File: src/rtl/cr_xp10_decompPKG.sv
// rtl/cr_xp10_decompPKG.sv - shared decompressor types for the lane split block
//
// Purpose: error code enum and 64-bit datapath beat struct used between
// the 128-bit lane splitter and the downstream symbol decoder.
// Ports: none (package).

package cr_xp10_decompPKG;

  localparam int BEAT_BITS = 64;
  localparam int WORD_BITS = 128;

  typedef enum logic [7:0] {
    NO_ERRORS       = 8'h00,
    ERR_HUFF_DECODE = 8'h11,
    ERR_BAD_BLOCK   = 8'h12,
    ERR_OVERRUN     = 8'h13
  } zipline_error_e;

  typedef struct packed {
    logic [63:0]    data;
    logic [7:0]     numbits;
    logic           sob;
    logic           eob;
    logic           eof;
    logic           trace_bit;
    logic           last_frame;
    logic [27:0]    frame_bytes_in;
    zipline_error_e error;
  } lfa_sdd_dp_bus_t;

endpackage

File: src/rtl/axi_channel_reg_slice.sv
// rtl/axi_channel_reg_slice.sv - full-handshake register slice (skid buffer)
//
// Purpose: breaks both the valid/data path and the ready path of a channel
// with one output register plus one skid register, sustaining one transfer
// per cycle. Only built when CR_XP10_DECOMP_LANE_SPLIT_OUT_REG_EN is defined,
// since it is the lane splitter's sole optional sub-module.
// Ports:
//   clk, rst_n          clock, asynchronous active-low reset
//   s_valid/s_ready     upstream handshake (s_ready is a register decode)
//   s_data [WIDTH]      upstream payload
//   m_valid/m_ready     downstream handshake
//   m_data [WIDTH]      downstream payload (registered)

`ifdef CR_XP10_DECOMP_LANE_SPLIT_OUT_REG_EN
module axi_channel_reg_slice #(
  parameter int WIDTH = 8
) (
  input  logic             clk,
  input  logic             rst_n,
  input  logic             s_valid,
  output logic             s_ready,
  input  logic [WIDTH-1:0] s_data,
  output logic             m_valid,
  input  logic             m_ready,
  output logic [WIDTH-1:0] m_data
);

  logic             skid_valid;
  logic [WIDTH-1:0] skid_data;

  // Upstream may push whenever the skid slot is free; the skid absorbs the
  // one beat that arrives in the cycle the downstream first stalls.
  assign s_ready = !skid_valid;

  always_ff @(posedge clk or negedge rst_n) begin
    if (!rst_n) begin
      m_valid    <= 1'b0;
      m_data     <= '0;
      skid_valid <= 1'b0;
      skid_data  <= '0;
    end else begin
      if (!m_valid || m_ready) begin
        if (skid_valid) begin
          m_valid    <= 1'b1;
          m_data     <= skid_data;
          skid_valid <= 1'b0;
        end else begin
          m_valid <= s_valid;
          if (s_valid) m_data <= s_data;
        end
      end else if (s_valid && !skid_valid) begin
        skid_valid <= 1'b1;
        skid_data  <= s_data;
      end
    end
  end

endmodule
`endif

File: src/rtl/cr_xp10_decomp_lane_split.sv
// rtl/cr_xp10_decomp_lane_split.sv - splits 128-bit lane words into 64-bit beats
//
// Purpose: accepts one 128-bit lane word with a valid-bit count and emits one
// or two 64-bit beats (two when more than 64 bits are valid). Start-of-block
// goes on the first beat, end flags and the error code on the last beat,
// trace/frame fields on every beat. Back-to-back words stream without bubbles.
// Optional: define CR_XP10_DECOMP_LANE_SPLIT_OUT_REG_EN to register the output
// channel through axi_channel_reg_slice (one extra cycle of latency, in_ready
// no longer combinational from out_ready).
// Ports:
//   clk, rst_n                   clock, asynchronous active-low reset
//   in_valid/in_ready            input word handshake
//   in_data[128], in_numbits[8]  payload (bit 0 first) and valid bit count
//   in_sob/eob/eof/trace_bit/last_frame, in_frame_bytes_in[28], in_errcode
//   out_valid/out_ready, out_bus output beat handshake and payload
//   stall_stb                    registered strobe: traced beat stalled last cycle

module cr_xp10_decomp_lane_split
  import cr_xp10_decompPKG::*;
(
  input  logic            clk,
  input  logic            rst_n,
  input  logic            in_valid,
  output logic            in_ready,
  input  logic [127:0]    in_data,
  input  logic [7:0]      in_numbits,
  input  logic            in_sob,
  input  logic            in_eob,
  input  logic            in_eof,
  input  logic            in_trace_bit,
  input  logic            in_last_frame,
  input  logic [27:0]     in_frame_bytes_in,
  input  zipline_error_e  in_errcode,
  output logic            out_valid,
  output lfa_sdd_dp_bus_t out_bus,
  input  logic            out_ready,
  output logic            stall_stb
);

  typedef enum logic [1:0] {
    EMPTY = 2'd0,
    BEAT0 = 2'd1,
    BEAT1 = 2'd2
  } state_e;

  state_e          state;
  logic            two_beats;
  logic [63:0]     hi_data;
  logic [7:0]      hi_numbits;
  logic            hi_eob;
  logic            hi_eof;
  zipline_error_e  hi_err;

  lfa_sdd_dp_bus_t core_bus;
  logic            core_valid;
  logic            core_ready;

  logic [7:0]      nb_clamped;
  logic            nb_two;
  lfa_sdd_dp_bus_t beat0_bus;
  lfa_sdd_dp_bus_t beat1_bus;
  logic            last_beat;
  logic            accept;
  logic            core_hs;

  always_comb begin
    nb_clamped = (in_numbits > 8'd128) ? 8'd128 : in_numbits;
    nb_two     = (nb_clamped > 8'd64);

    // First beat of the incoming word; end-of-word fields only when it is
    // also the last beat.
    beat0_bus                = '0;
    beat0_bus.data           = in_data[63:0];
    beat0_bus.numbits        = nb_two ? 8'd64 : nb_clamped;
    beat0_bus.sob            = in_sob;
    beat0_bus.eob            = nb_two ? 1'b0 : in_eob;
    beat0_bus.eof            = nb_two ? 1'b0 : in_eof;
    beat0_bus.trace_bit      = in_trace_bit;
    beat0_bus.last_frame     = in_last_frame;
    beat0_bus.frame_bytes_in = in_frame_bytes_in;
    beat0_bus.error          = nb_two ? NO_ERRORS : in_errcode;

    // Second beat built from the held upper half; per-word fields are taken
    // from the beat currently presented, which still carries them.
    beat1_bus                = '0;
    beat1_bus.data           = hi_data;
    beat1_bus.numbits        = hi_numbits;
    beat1_bus.sob            = 1'b0;
    beat1_bus.eob            = hi_eob;
    beat1_bus.eof            = hi_eof;
    beat1_bus.trace_bit      = core_bus.trace_bit;
    beat1_bus.last_frame     = core_bus.last_frame;
    beat1_bus.frame_bytes_in = core_bus.frame_bytes_in;
    beat1_bus.error          = hi_err;
  end

  assign core_valid = (state != EMPTY);
  assign last_beat  = (state == BEAT1) || ((state == BEAT0) && !two_beats);
  // A new word may enter in the same cycle the last beat leaves.
  assign in_ready   = (state == EMPTY) || (last_beat && core_ready);
  assign accept     = in_valid && in_ready;
  assign core_hs    = core_valid && core_ready;

  always_ff @(posedge clk or negedge rst_n) begin
    if (!rst_n) begin
      state      <= EMPTY;
      core_bus   <= '0;
      two_beats  <= 1'b0;
      hi_data    <= '0;
      hi_numbits <= '0;
      hi_eob     <= 1'b0;
      hi_eof     <= 1'b0;
      hi_err     <= NO_ERRORS;
    end else if (accept) begin
      state      <= BEAT0;
      core_bus   <= beat0_bus;
      two_beats  <= nb_two;
      hi_data    <= in_data[127:64];
      hi_numbits <= nb_two ? (nb_clamped - 8'd64) : 8'd0;
      hi_eob     <= in_eob;
      hi_eof     <= in_eof;
      hi_err     <= in_errcode;
    end else if (core_hs) begin
      if ((state == BEAT0) && two_beats) begin
        state    <= BEAT1;
        core_bus <= beat1_bus;
      end else begin
        state    <= EMPTY;
      end
    end
  end

`ifdef CR_XP10_DECOMP_LANE_SPLIT_OUT_REG_EN
  localparam int BUS_W = $bits(lfa_sdd_dp_bus_t);
  logic [BUS_W-1:0] slice_data;

  axi_channel_reg_slice #(
    .WIDTH (BUS_W)
  ) u_out_slice (
    .clk     (clk),
    .rst_n   (rst_n),
    .s_valid (core_valid),
    .s_ready (core_ready),
    .s_data  (core_bus),
    .m_valid (out_valid),
    .m_ready (out_ready),
    .m_data  (slice_data)
  );

  assign out_bus = lfa_sdd_dp_bus_t'(slice_data);
`else
  assign out_valid  = core_valid;
  assign out_bus    = core_bus;
  assign core_ready = out_ready;
`endif

  always_ff @(posedge clk or negedge rst_n) begin
    if (!rst_n) begin
      stall_stb <= 1'b0;
    end else begin
      stall_stb <= out_valid && !out_ready && out_bus.trace_bit;
    end
  end

  // Counts above a full word are clamped in the datapath but indicate an
  // upstream bug.
  a_numbits_max : assert property (@(posedge clk) disable iff (!rst_n)
    (in_valid && in_ready) |-> (in_numbits <= 8'd128));

  // Only the final word of a block/frame may be a short partial word.
  a_partial_final : assert property (@(posedge clk) disable iff (!rst_n)
    (in_valid && in_ready && (in_numbits != 8'd0) && (in_numbits < 8'd64))
      |-> (in_eob || in_eof));

endmodule

File: config.mk
export PLATFORM = sky130hd
export DESIGN_NAME = cr_xp10_decomp_lane_split
export DESIGN_NICKNAME = d
export VERILOG_FILES = /design/src/rtl/cr_xp10_decompPKG.sv /design/src/rtl/axi_channel_reg_slice.sv /design/src/rtl/cr_xp10_decomp_lane_split.sv
export SDC_FILE = /design/constraint.sdc
export NUM_CORES = 1
export LEC_CHECK = 0
export BUFFER_PORTS_ARGS = -buffer_cell sky130_fd_sc_hd__buf_2
export CAP_MARGIN = 20
export CORE_MARGIN = 2
export CORE_UTILIZATION = 53
export DETAILED_ROUTE_END_ITERATION = 10
export HOLD_SLACK_MARGIN = 0.06
export PLACE_DENSITY = 0.92
export SLEW_MARGIN = 10
export SYNTH_ARGS = -nofsm -noshare
export SYNTH_HDL_FRONTEND = slang
export SYNTH_SLANG_ARGS = --single-unit
File: constraint.sdc
create_clock -name clk -period 2.39 [get_ports clk]
set_input_delay 0.5975 -clock clk [delete_from_list [all_inputs] [get_ports clk]]
set_output_delay 0.5975 -clock clk [all_outputs]
set_load 0.02 [all_outputs]
==> impl.org, run 1 <==
** Clock tree
- TritonCTS created 17 clock buffers.
- Cell chosen for the clock root :: sky130_fd_sc_hd__clkbuf_16
- After clock tree synthesis, the clock-pin slew on the worst setup and hold paths is 70 ps.
- Number of post-CTS setup repair buffers :: 0
- Number of buffers between clock root and the deepest sink :: 2
- The clock net in this run drives a total of a little under 200 sinks.
- Clock latency on the worst-skew pair :: 410 ps
- The H-tree generated during clock tree synthesis spans 4 levels.
- Number of instances resized during post-cts repair :: 0
- Buffers inserted to repair hold after CTS numbered 0.
- TritonCTS clock tree :: yes

** STA
- Setup violations remaining at the end of the flow were counted as 0.
- For the final database, setup skew stands at 9.66 ps.
- For the final routed database, the setup TNS stands at 0 ps.
- The max-slew violation total from the final report was 0.
- At the pin with the least slew margin, the transition time is 468 ps.
- Tightest slew margin relative to the limit :: between 60% and 70%
- Fin crit period :: 1990 ps
- Worst Slack Setup Final :: 402 ps
- Period utilization :: 83.2%
- Endpoints failing hold :: 0
- Timing would allow up to roughly 500 MHz.
- RSZ-0062 raised after global routing :: no

** Setup path
- Data required time of the critical path :: 1790 ps
- By startpoint and endpoint, the worst setup path is classified as reg2out.
- On the worst path, the slowest cell contributes a delay of 410 ps.
- STA classifies the critical path startpoint as a register.
- Startpoint of the lowest-slack register-to-register path :: two_beats
- List of cells traversed by the critical path :: nand2b_1, nand2_1, o21ai_0, buf_2
- Max FO, Critical Path :: 5
- The worst setup path is captured at a primary output.
- The slowest stage of the critical path belongs to the cell sky130_fd_sc_hd__dfrtp_1.
- Data on the critical path arrives at its endpoint at between 1000 and 1500 ps.
- Critical path startpoint :: state[1]

** Synthesis
- Summing every instance area after synthesis gives 0.00819 mm^2.
- Average size of a mapped cell :: 9.68 um^2
- Proportion of synthesized chip area in sequential cells :: 60.8%
- The Yosys step of the flow raised 0 warnings.
- Gate Count Post-Synth :: 846
- In this run, synthesis produced a sequential element count of ~200.
- The number of different library cells used by synthesis comes to 25.
- Number of nets produced by synthesis :: 1,027

** Die
- Die area :: roughly 0.016 mm^2
- The die is approximately 130 um tall.
- Rows :: 45
- Initial core utilization :: 54.1%
- After floorplanning, the core was sized to cover 0.0151 mm^2.
- I/O pin total :: 297
- Die Wd :: ~130 um

** Run status
- The flow ran to the end, and the final reports show no timing, DRC or antenna violations.

** Min path
- Hold/Removal Path Class :: in2async

** Finish
- Cells fill 69.6% of the core in the end.
- Number of diodes added for antenna fixing :: 0
- Net count of the finished layout :: between 1k and 1.5k
- Area overhead of the layout relative to synthesis :: 28.8%
- Fraction of layout instances using a drive strength above 1 :: slightly above 30%
- The library cell used most frequently in the layout, excluding fill and tap cells, is sky130_fd_sc_hd__nand2_1.
- In the layout the commonest cells are sky130_fd_sc_hd__nand2_1 (396), sky130_fd_sc_hd__buf_2 (295), sky130_fd_sc_hd__dfrtp_1 (199), sky130_fd_sc_hd__mux2i_1 (81), sky130_fd_sc_hd__o21ai_0 (65).

** Global routing
- Via count of the first global-routing pass :: 6,606
- Global routing used 24.5% of the available tracks.
- Entering global routing, the biggest net connects 62 pins.
- Global routing finished with a remaining overflow of 0.
- Global-route wire length before repair :: 31.7 mm
- The number of antenna violations at the first check in global routing is 0.

** Pwr
- Pwr Density :: 1390 mW/mm^2
- LEAKAGE :: a little over 6 nW
- The worst-case IR drop observed on VDD is 0.735 mV.

** Placement
- Last weighted congestion value of the routability-driven placer :: 0.895
- At the placement stage, the worst setup path has a slack of 391 ps.
- Input and output buffers added on the ports amount to approximately 300.
- Half-perimeter wire length after placement :: 14.4 mm

** Routing
- For this block, the initial DRC count from the detailed router was just over 400.
- Final antenna-violating net count :: 0
- Final wirelength :: slightly above 20 mm
- Remaining routing DRC violations :: 0
- Number of search-and-repair iterations in the first detailed-routing pass :: 5
- Dividing the detail-routed wire length by the instance count gives ~15 um.
- Number of vias in the routed layout :: 6,906
- Dividing the detail-routed via count by the number of cells gives 5.19.

** Flow run
- Max Cap Violations :: 0
per-layer routing:
layer | wire length [um] | vias to the layer above | global-route usage [%]
li1 | - | 3292 | -
met1 | 8220 | 3313 | 30.9
met2 | 10400 | 263 | 41.9
met3 | 1130 | 38 | 4.72
met4 | 466 | 0 | 9.63
met5 | 0 | - | 0
worst max-delay path: cells and delay by family (launching register included):
kind	cells	cell delay (ps)
compound gates	1	70
buf+inv	1	180
simple gates	2	310
flops	1	410
where the power goes:
group | internal, mW | switching [mW] | leakage [nW]
clock network | 1.60 | 1.21 | 0.288
logic | 2.25 | 3.81 | 3.35
registers | 4.96 | 0.868 | 2.48
total | 8.82 | 5.89 | 6.11
flip-flops by register name, summed over array words and instances (netlist names):
| name | count |
|---|---|
| hi_data | 64 |
| two_beats | 1 |
| hi_err | 8 |
| stall_stb | 1 |
| hi_numbits | 8 |
| hi_eob | 1 |
| state | 2 |
| hi_eof | 1 |
| out_bus | 113 |
per-stage QoR:
| step | cells | cell area (um^2) | hold slack [ps] | total power, mW |
|---|---|---|---|---|
| floorplan | 846 | 8190 | 302 | 9.73 |
| global placement | 1299 | 9970 | 451 | 11.7 |
| detailed placement | 1299 | 9970 | 458 | 12.0 |
| CTS | 1330 | 10500 | 98.5 | 14.8 |
| global route | 1330 | 10500 | 106 | 15.7 |
| finish | 1330 | 10500 | 105 | 14.7 |
area by class of cell:
type                            count  area, um^2
Sequential cell                   199        4980
Fill cell                        1086        4600
Multi-Input combinational cell    593        2950
Timing Repair Buffer              317        1800
Clock buffer                       21         460
Tap cell                          188         235
Clock inverter                     10         119
Inverter                            2        7.51
cell families (layout without fill, tap and decap cells):
group / after synthesis / in the layout / synth area share, %
multiplexers: 83 / 83 / 10.2
flip-flops: 199 / 199 / 60.8
buffers and inverters: 54 / 350 / 3.39
AO/OA/AOI/OAI: 91 / 91 / 5.84
AND/OR/NAND/NOR: 419 / 419 / 19.8
final timing paths:
path                               end  slack (ps)  cells after the start
max                           in_ready         400                      4
min                        out_bus[41]         100                      1
max reg2reg                out_bus[65]         640                      6
min reg2reg                out_bus[34]         470                      2
max in group asynchronous  out_bus[50]        1640                      2
min in group clk           out_bus[29]         370                      3
Yosys cell counts, drive strengths merged:
master	count	share of area, %
nand2	396	18
dfrtp	199	61
mux2i	81	9.9
o21ai	75	4.6
buf	37	2.6
clkbuf	15	0.69
o22ai	11	0.84
nand3	10	0.61
a21oi	3	0.23
nor2	3	0.14
nor2b	3	0.23
a21o	2	0.18
inv	2	0.092
mux2	2	0.27
nand2b	2	0.15
and3b	1	0.11
and4bb	1	0.15
nand4b	1	0.11
nor4	1	0.076
or2	1	0.076
Power figures use the tool's default switching activity.
==> run 2: changes to the inputs <==
- CORE_UTILIZATION: 53 -> 45
- PLACE_DENSITY: 0.92 -> 0.84
- clock period: 2.39 -> 1.75 ns (I/O delays scaled with it)
==> run 2 against run 1 <==
  * The run now ends with setup timing left
  * Combinational power rose by 41%
  * Register-to-register slack worse by 540 ps
  * First-iteration DRC count fell by 31%
  * Setup slack got worse by 420 ps
  * Cell count rose by 4.9%
  * Clock power increased by 38%
  * Highest routed layer is now met5
  * Global-route usage down 3.0 points
  * Via count shrank 1.7%
  * Final area rose by 2.7%
  * Die area is 17% higher
  * Largest power group unchanged
  * Critical endpoint unchanged
==> impl.org, run 2 (same netlist as run 1, synthesis figures left out) <==
** Run status
- The run finished, with violations left.
- The checks that failed: setup timing.

** Clock tree
- The number of clock buffers added by TritonCTS is 17.
- Clock sinks :: about 200
- Number of buffers between clock root and the deepest sink :: 2
- The root buffer cell chosen for the clock tree is sky130_fd_sc_hd__clkbuf_16.
- The H-tree was split into 4 levels.
- TritonCTS clock tree :: yes
- Clock latency on the worst-skew pair :: ~440 ps
- After clock tree synthesis, the clock-pin slew on the worst setup and hold paths is 70 ps.

** Pwr
- VDD sags by at most 1.10 mV.
- LEAKAGE :: roughly 6.2 nW
- Overall power consumption after layout is estimated at 20.4 mW.
- Pwr Density :: 1880 mW/mm^2

** Placement
- The wire-length estimate of the detail-placed layout is roughly 15 mm.
- The congestion estimate from routability-driven global placement came to 0.853.
- Post-detailed-placement cell area :: just over 0.01 mm^2
- OpenSTA, run right after detailed placement, puts the worst setup slack at -22.5 ps.
- Count of input and output buffers :: between 200 and 300

** STA
- Final setup TNS :: -23.5 ps
- For this run, the top clock speed supported by timing is between 500 and 600 MHz.
- Count of pins over their slew limit :: 0
- After layout, the worst setup slack is -19.6 ps.
- For the final database, setup skew stands at 14.0 ps.
- Final setup vio count :: 2
- At the pin with the least slew margin, the transition time is 391 ps.
- The number of hold violations in the final report was 0.
- In the finished design, the share of the clock period the worst path needs comes to 101%.
- Setup repair after global routing could not meet its margin everywhere.
- Tightest slew margin relative to the limit :: 73.9%
- Subtracting the final worst setup slack from the clock period gives about 1800 ps.

** Global routing
- Antenna violations before repair :: 1
- After global routing the overflow that remains totals 0.
- The via count of the first global-routing pass was 6,751.
- Global Route Usage Sum :: around 21%
- Largest net degree at the start of global routing :: 93
- The first global-routing pass estimated 33.4 mm of wire.

** Routing
- The count of nets left with antenna violations once routing finished came out at 0.
- DRC violation total after the first TritonRoute iteration :: 278
- DR WL/cell :: 14.9 um
- In the routed layout, each cell is associated on average with a via count of ~5.
- Number of vias in the routed layout :: approximately 6.8k
- The first TritonRoute pass finished after 4 iterations.
- Remaining routing DRC violations :: 0
- Final wirelength :: 20.8 mm

** Die
- Y dimension of the die :: between 100 and 150 um
- The die is 139 um wide.
- Die area :: 0.0193 mm^2
- Area of the core :: 0.0179 mm^2
- The initialized floorplan defines 49 standard-cell rows.
- For this configuration, the core starts out at a cell density of 45.8%.
- I/O pin total :: 297

** Finish
- The register with the most flip-flops in the layout has approximately 110 of them.
- From synthesis to final layout, the design area changed by 32.3%.
- Leaving out fill and tap cells, the most frequent cell in the layout is sky130_fd_sc_hd__nand2_1.
- The final layout contains 1,334 nets.
- Number of diodes added for antenna fixing :: 0
- Most used cells in the layout excluding fill and tap cells :: sky130_fd_sc_hd__nand2_1 (396), sky130_fd_sc_hd__buf_2 (293), sky130_fd_sc_hd__dfrtp_1 (199), sky130_fd_sc_hd__mux2i_1 (81), sky130_fd_sc_hd__o21ai_0 (64)
- Fraction of layout instances using a drive strength above 1 :: 32.1%
- The finished cells cover 0.0108 mm^2.

** Setup path
- Longest individual stage delay on the worst path :: 420 ps
- Setup Crit Path Kind :: reg2out
- The startpoint identified for the worst register-to-register timing path is state[1].
- Worst Reg2Reg Path Length in Cells :: 9
- STA classifies the critical path endpoint as a primary output.
- The largest individual stage delay along the critical path comes from the cell sky130_fd_sc_hd__dfrtp_1.
- STA classifies the critical path startpoint as a register.
- Data required time of the critical path :: 1310 ps
- Cell repeated most along the worst path :: sky130_fd_sc_hd__buf_4
- Of all nets on the critical path, the largest fanout is 5.
- List of cells traversed by the critical path :: nand2b_1, buf_4, nand2_1, o21ai_1, buf_4
- Data on the critical path arrives at its endpoint at between 1000 and 1500 ps.
- In this run the register-to-register setup slack is about 100 ps.
- In this run the critical register-to-register path is captured at out_bus[31].

** Flow run
- Max Cap Violations :: 0

** Min path
- Hold path cells :: 3
- Hold/Removal Path Class :: in2reg
- Hold Crit Start :: in_frame_bytes_in[6]
- End point of the most critical hold path :: out_bus[14]
run 2: cell count changes in the layout (fill, tap and decap cells not counted), sizes merged:
cell,before,now
buf,316,337
bufinv,2,1
clkbuf,22,21
clkinv,5,6
clkinvlp,0,1
dlygate4sd3,0,1
inv,5,7
run 2: stage by stage:
stage	cells	utilization, %	hold WS (ps)
final	1395	60.5	185
after global routing	1395	60.5	182
after CTS	1393	60.3	172
after detailed placement	1358	56.9	387
after global placement	1358	56.9	385
after floorplan	846	-	142
run 2: per-layer routing:
layer	up-vias	track usage (%)	share of wire, %
met3	28	6.35	7.6
met1	3156	27.1	42
met2	257	35.9	49
met5	-	0	0.063
met4	2	6.65	1.7
li1	3343	-	-
run 2: final cells by class:
class	instances	area, um^2
Clock buffer	19	443
Clock inverter	13	138
Fill cell	1467	7070
Inverter	2	7.51
Multi-Input combinational cell	593	2950
Sequential cell	199	4980
Tap cell	229	287
Timing Repair Buffer	340	2030
run 2: worst max-delay path by stage:
stage / start / endpoint / slack [ps]
global route: state[1] / in_ready / -100
CTS: state[1] / in_ready / -40
finish: state[1] / in_ready / -20
floorplan: in_valid / out_bus[6] / 260
global placement: out_ready / out_bus[3] / 60
detailed placement: out_ready / hi_numbits[1] / -20
run 2: critical path: cells and delay by family (launching register included):
family                 cells  cell delay (ps)
DFF                        1              420
buffers and inverters      2              280
and+or+nand+nor            2              140
AOI/OAI and AO/OA          1               70
run 2: report_power, final:
part	total, mW	internal, mW	switching (mW)
Combinational	8.52	3.31	5.21
Clock	3.88	2.05	1.83
Sequential	7.96	6.78	1.18
Total	20.4	12.1	8.23
run 2: what timing repair did:
item | CTS | global route
cloned | 0 | 1
buffers inserted | 2 | 1
setup endpoints to repair | 2 | 13
resized for setup | 4 | 1
endpoints found under the hold margin | 29 | 0
pin swaps | 1 | 0
hold buffers | 1 | 0
==> run 3: changes to the inputs <==
- PLACE_DENSITY: 0.84 -> 0.85
- SKIP_CTS_REPAIR_TIMING: unset -> 1
==> run 3 against run 2 <==
  * The flow now finishes without violations
  * Clock skew decreased by 1.7 ps
  * Final area decreased by 0.22%
  * Clock power increased by 5%
  * Global-route usage decreased by 0.081 points
  * Sequential power about the same
  * Combinational power about the same
  * First-iteration DRC count increased by 2.2%
  * Largest cell class unchanged
==> impl.org, run 3 (same netlist as run 1, synthesis figures left out) <==
** Run status
- The run finished with clean final reports.

** Routing
- Remaining routing DRC violations :: 0
- DR WL/cell :: 15.0 um
- Final antenna-violating net count :: 0
- Final wirelength :: 20.8 mm
- Drt via density :: approximately 5.0
- DRC violation total after the first TritonRoute iteration :: 284
- Number of search-and-repair iterations in the first detailed-routing pass :: 5
- For this block, the via count after detailed routing is roughly 7k.

** Clock tree
- The clock net in this run drives a total of 199 sinks.
- Counting along the longest clock path gives a buffer depth of 2.
- Clock-pin slew was measured on the worst setup and hold paths at 80 ps.
- Cell chosen for the clock root :: sky130_fd_sc_hd__clkbuf_16
- The clock tree synthesis step divided the H-tree into 4 levels.
- For the worst-skew pair, the clock arrives at the later sink with an insertion delay of 430 ps.
- TritonCTS Buffers :: 17
- TritonCTS built the clock tree.

** Finish
- The repair_antennas step left the layout with diodes totalling 0.
- Final cell area excluding filler cells :: between 0.01 and 0.015 mm^2
- For this run, the number of standard cells in the final layout without fillers is 1,387.
- The sequential cells in the finished layout cover a total of 0.00498 mm^2.
- The filler cells instantiated in the layout total approximately 1.4k.
- The register with the most flip-flops in the layout has 113 of them.
- In the final design database the tool counted around 1.3k nets.
- The area growth from synthesis to layout is 32.0%.
- In the final layout, the multi-input gates occupy 0.00297 mm^2.
- Utilization after layout :: 60.4%
- Fraction of layout instances using a drive strength above 1 :: roughly a third
- The library cell used most frequently in the layout, excluding fill and tap cells, is sky130_fd_sc_hd__nand2_1.
- Most used cells in the layout excluding fill and tap cells :: sky130_fd_sc_hd__nand2_1 (396), sky130_fd_sc_hd__buf_2 (293), sky130_fd_sc_hd__dfrtp_1 (198), sky130_fd_sc_hd__mux2i_1 (81), sky130_fd_sc_hd__o21ai_0 (64)

** STA
- Maximum achievable frequency :: 578 MHz
- Tightest slew margin relative to the limit :: 74.1%
- The final critical path takes up 98.9% of the cycle.
- The max-slew violation total from the final report came to 0.
- Final setup TNS :: 0 ps
- The number of hold violations in the final report was 0.
- Least-Margin Pin Slew :: about 390 ps
- RSZ-0062 raised after global routing :: yes
- Subtracting the final worst setup slack from the clock period gives around 1700 ps.
- Layout Skew :: ~12 ps
- Setup violations remaining at the end of the flow were counted as 0.
- The worst path meets setup with 19.5 ps of slack.

** Placement
- Last weighted congestion value of the routability-driven placer :: 0.802
- Count of input and output buffers :: 296
- Placed instance count :: 1,353
- Post-detailed-placement cell area :: 0.0101 mm^2
- Half-perimeter wire length after placement :: 14.7 mm
- Before CTS, the worst setup slack after placement is -52.9 ps.

** Die
- The initialized floorplan defines between 40 and 50 standard-cell rows.
- The die covers 0.0193 mm^2.
- Y dimension of the die :: about 140 um
- Initial core utilization :: roughly 46%
- Die Wd :: approximately 140 um
- After floorplanning, the core was sized to cover about 0.018 mm^2.
- In this run the count of I/O pins placed on the die edge is 297.

** Setup path
- In this run the critical register-to-register path is launched from two_beats.
- Max FO, Critical Path :: 5
- Crit. End Element :: primary output
- Capture instance of the worst register-to-register path :: two_beats
- For the worst setup path, the data required time is 1310 ps.
- For flop-to-flop paths, the worst setup slack is roughly 50 ps.
- Measured in cells, the most critical reg-to-reg path has a length of 4.
- Critical Path Source Type :: register
- Setup Crit Path Kind :: reg2out
- Critical path data arrival time :: 1290 ps

** Global routing
- Sum of overflow across all layers after global routing :: 0
- Global-route wire length before repair :: roughly 34 mm
- Global routing consumed, over all layers together, between 20% and 30% of the routing resources.
- Antenna violations before repair :: 0
- Largest net degree at the start of global routing :: 65
- The via count of the first global-routing pass came to 6,871.

** Pwr
- Pwr Density :: around 1900 mW/mm^2
- In this run the static leakage power is 6.22 nW.
- VDD sags by at most 1.26 mV.

** Min path
- In this run the worst hold path is classified as in2reg.
- Hold Crit Start :: in_frame_bytes_in[10]
- Hold path cells :: 3
- For hold timing, the worst endpoint is out_bus[18].

** Flow run
- Across the run, the number of max-cap violations was 0.
-- run 3: stage by stage --
step / power [mW] / hold slack [ps]
floorplan: 13.3 / 142
finish: 20.6 / 195
CTS: 20.5 / -75.8
detailed placement: 16.4 / 395
global route: 22.0 / 179
global placement: 16.0 / 395
-- run 3: worst max path at each step --
| stage | startpoint | end | slack, ps | cells past startpoint |
|---|---|---|---|---|
| after floorplan | in_valid | out_bus[6] | 260 | 7 |
| after global routing | state[1] | in_ready | -40 | 3 |
| after global placement | out_ready | out_bus[52] | 60 | 7 |
| after CTS | state[1] | in_ready | -130 | 4 |
| after detailed placement | out_ready | out_bus[45] | -50 | 6 |
| final | state[1] | in_ready | 20 | 3 |
-- run 3: layout make-up --
type	count	share of cell area, %
clock buffers	18	3.97
clock inverters	14	1.72
inverters	2	0.0694
multi-input cells	593	27.5
flip-flops and latches	199	46.1
well taps	229	2.65
repair buffers	332	18.0
-- run 3: report_power, final --
group / switching (mW) / total, mW / internal (mW) / leakage (nW)
sequential: 1.20 / 7.98 / 6.78 / 2.48
combinational: 5.24 / 8.52 / 3.28 / 3.45
clock: 1.88 / 4.07 / 2.19 / 0.297
-- run 3: layer usage --
metal	share of wire [%]	wire, um	vias to the layer above	global-route usage (%)
li1	-	-	3322	-
met1	43	8930	3248	28.5
met2	49	10100	286	34.5
met3	7.5	1570	16	6.46
met4	0.97	202	0	5.74
met5	0	0	-	0
-- run 3: worst max-delay path: stages, from the launching register on --
cell and delay, ps:
sky130_fd_sc_hd__dfrtp_2 450, sky130_fd_sc_hd__nand2b_4 150, sky130_fd_sc_hd__o21ai_2 140, sky130_fd_sc_hd__buf_6 130
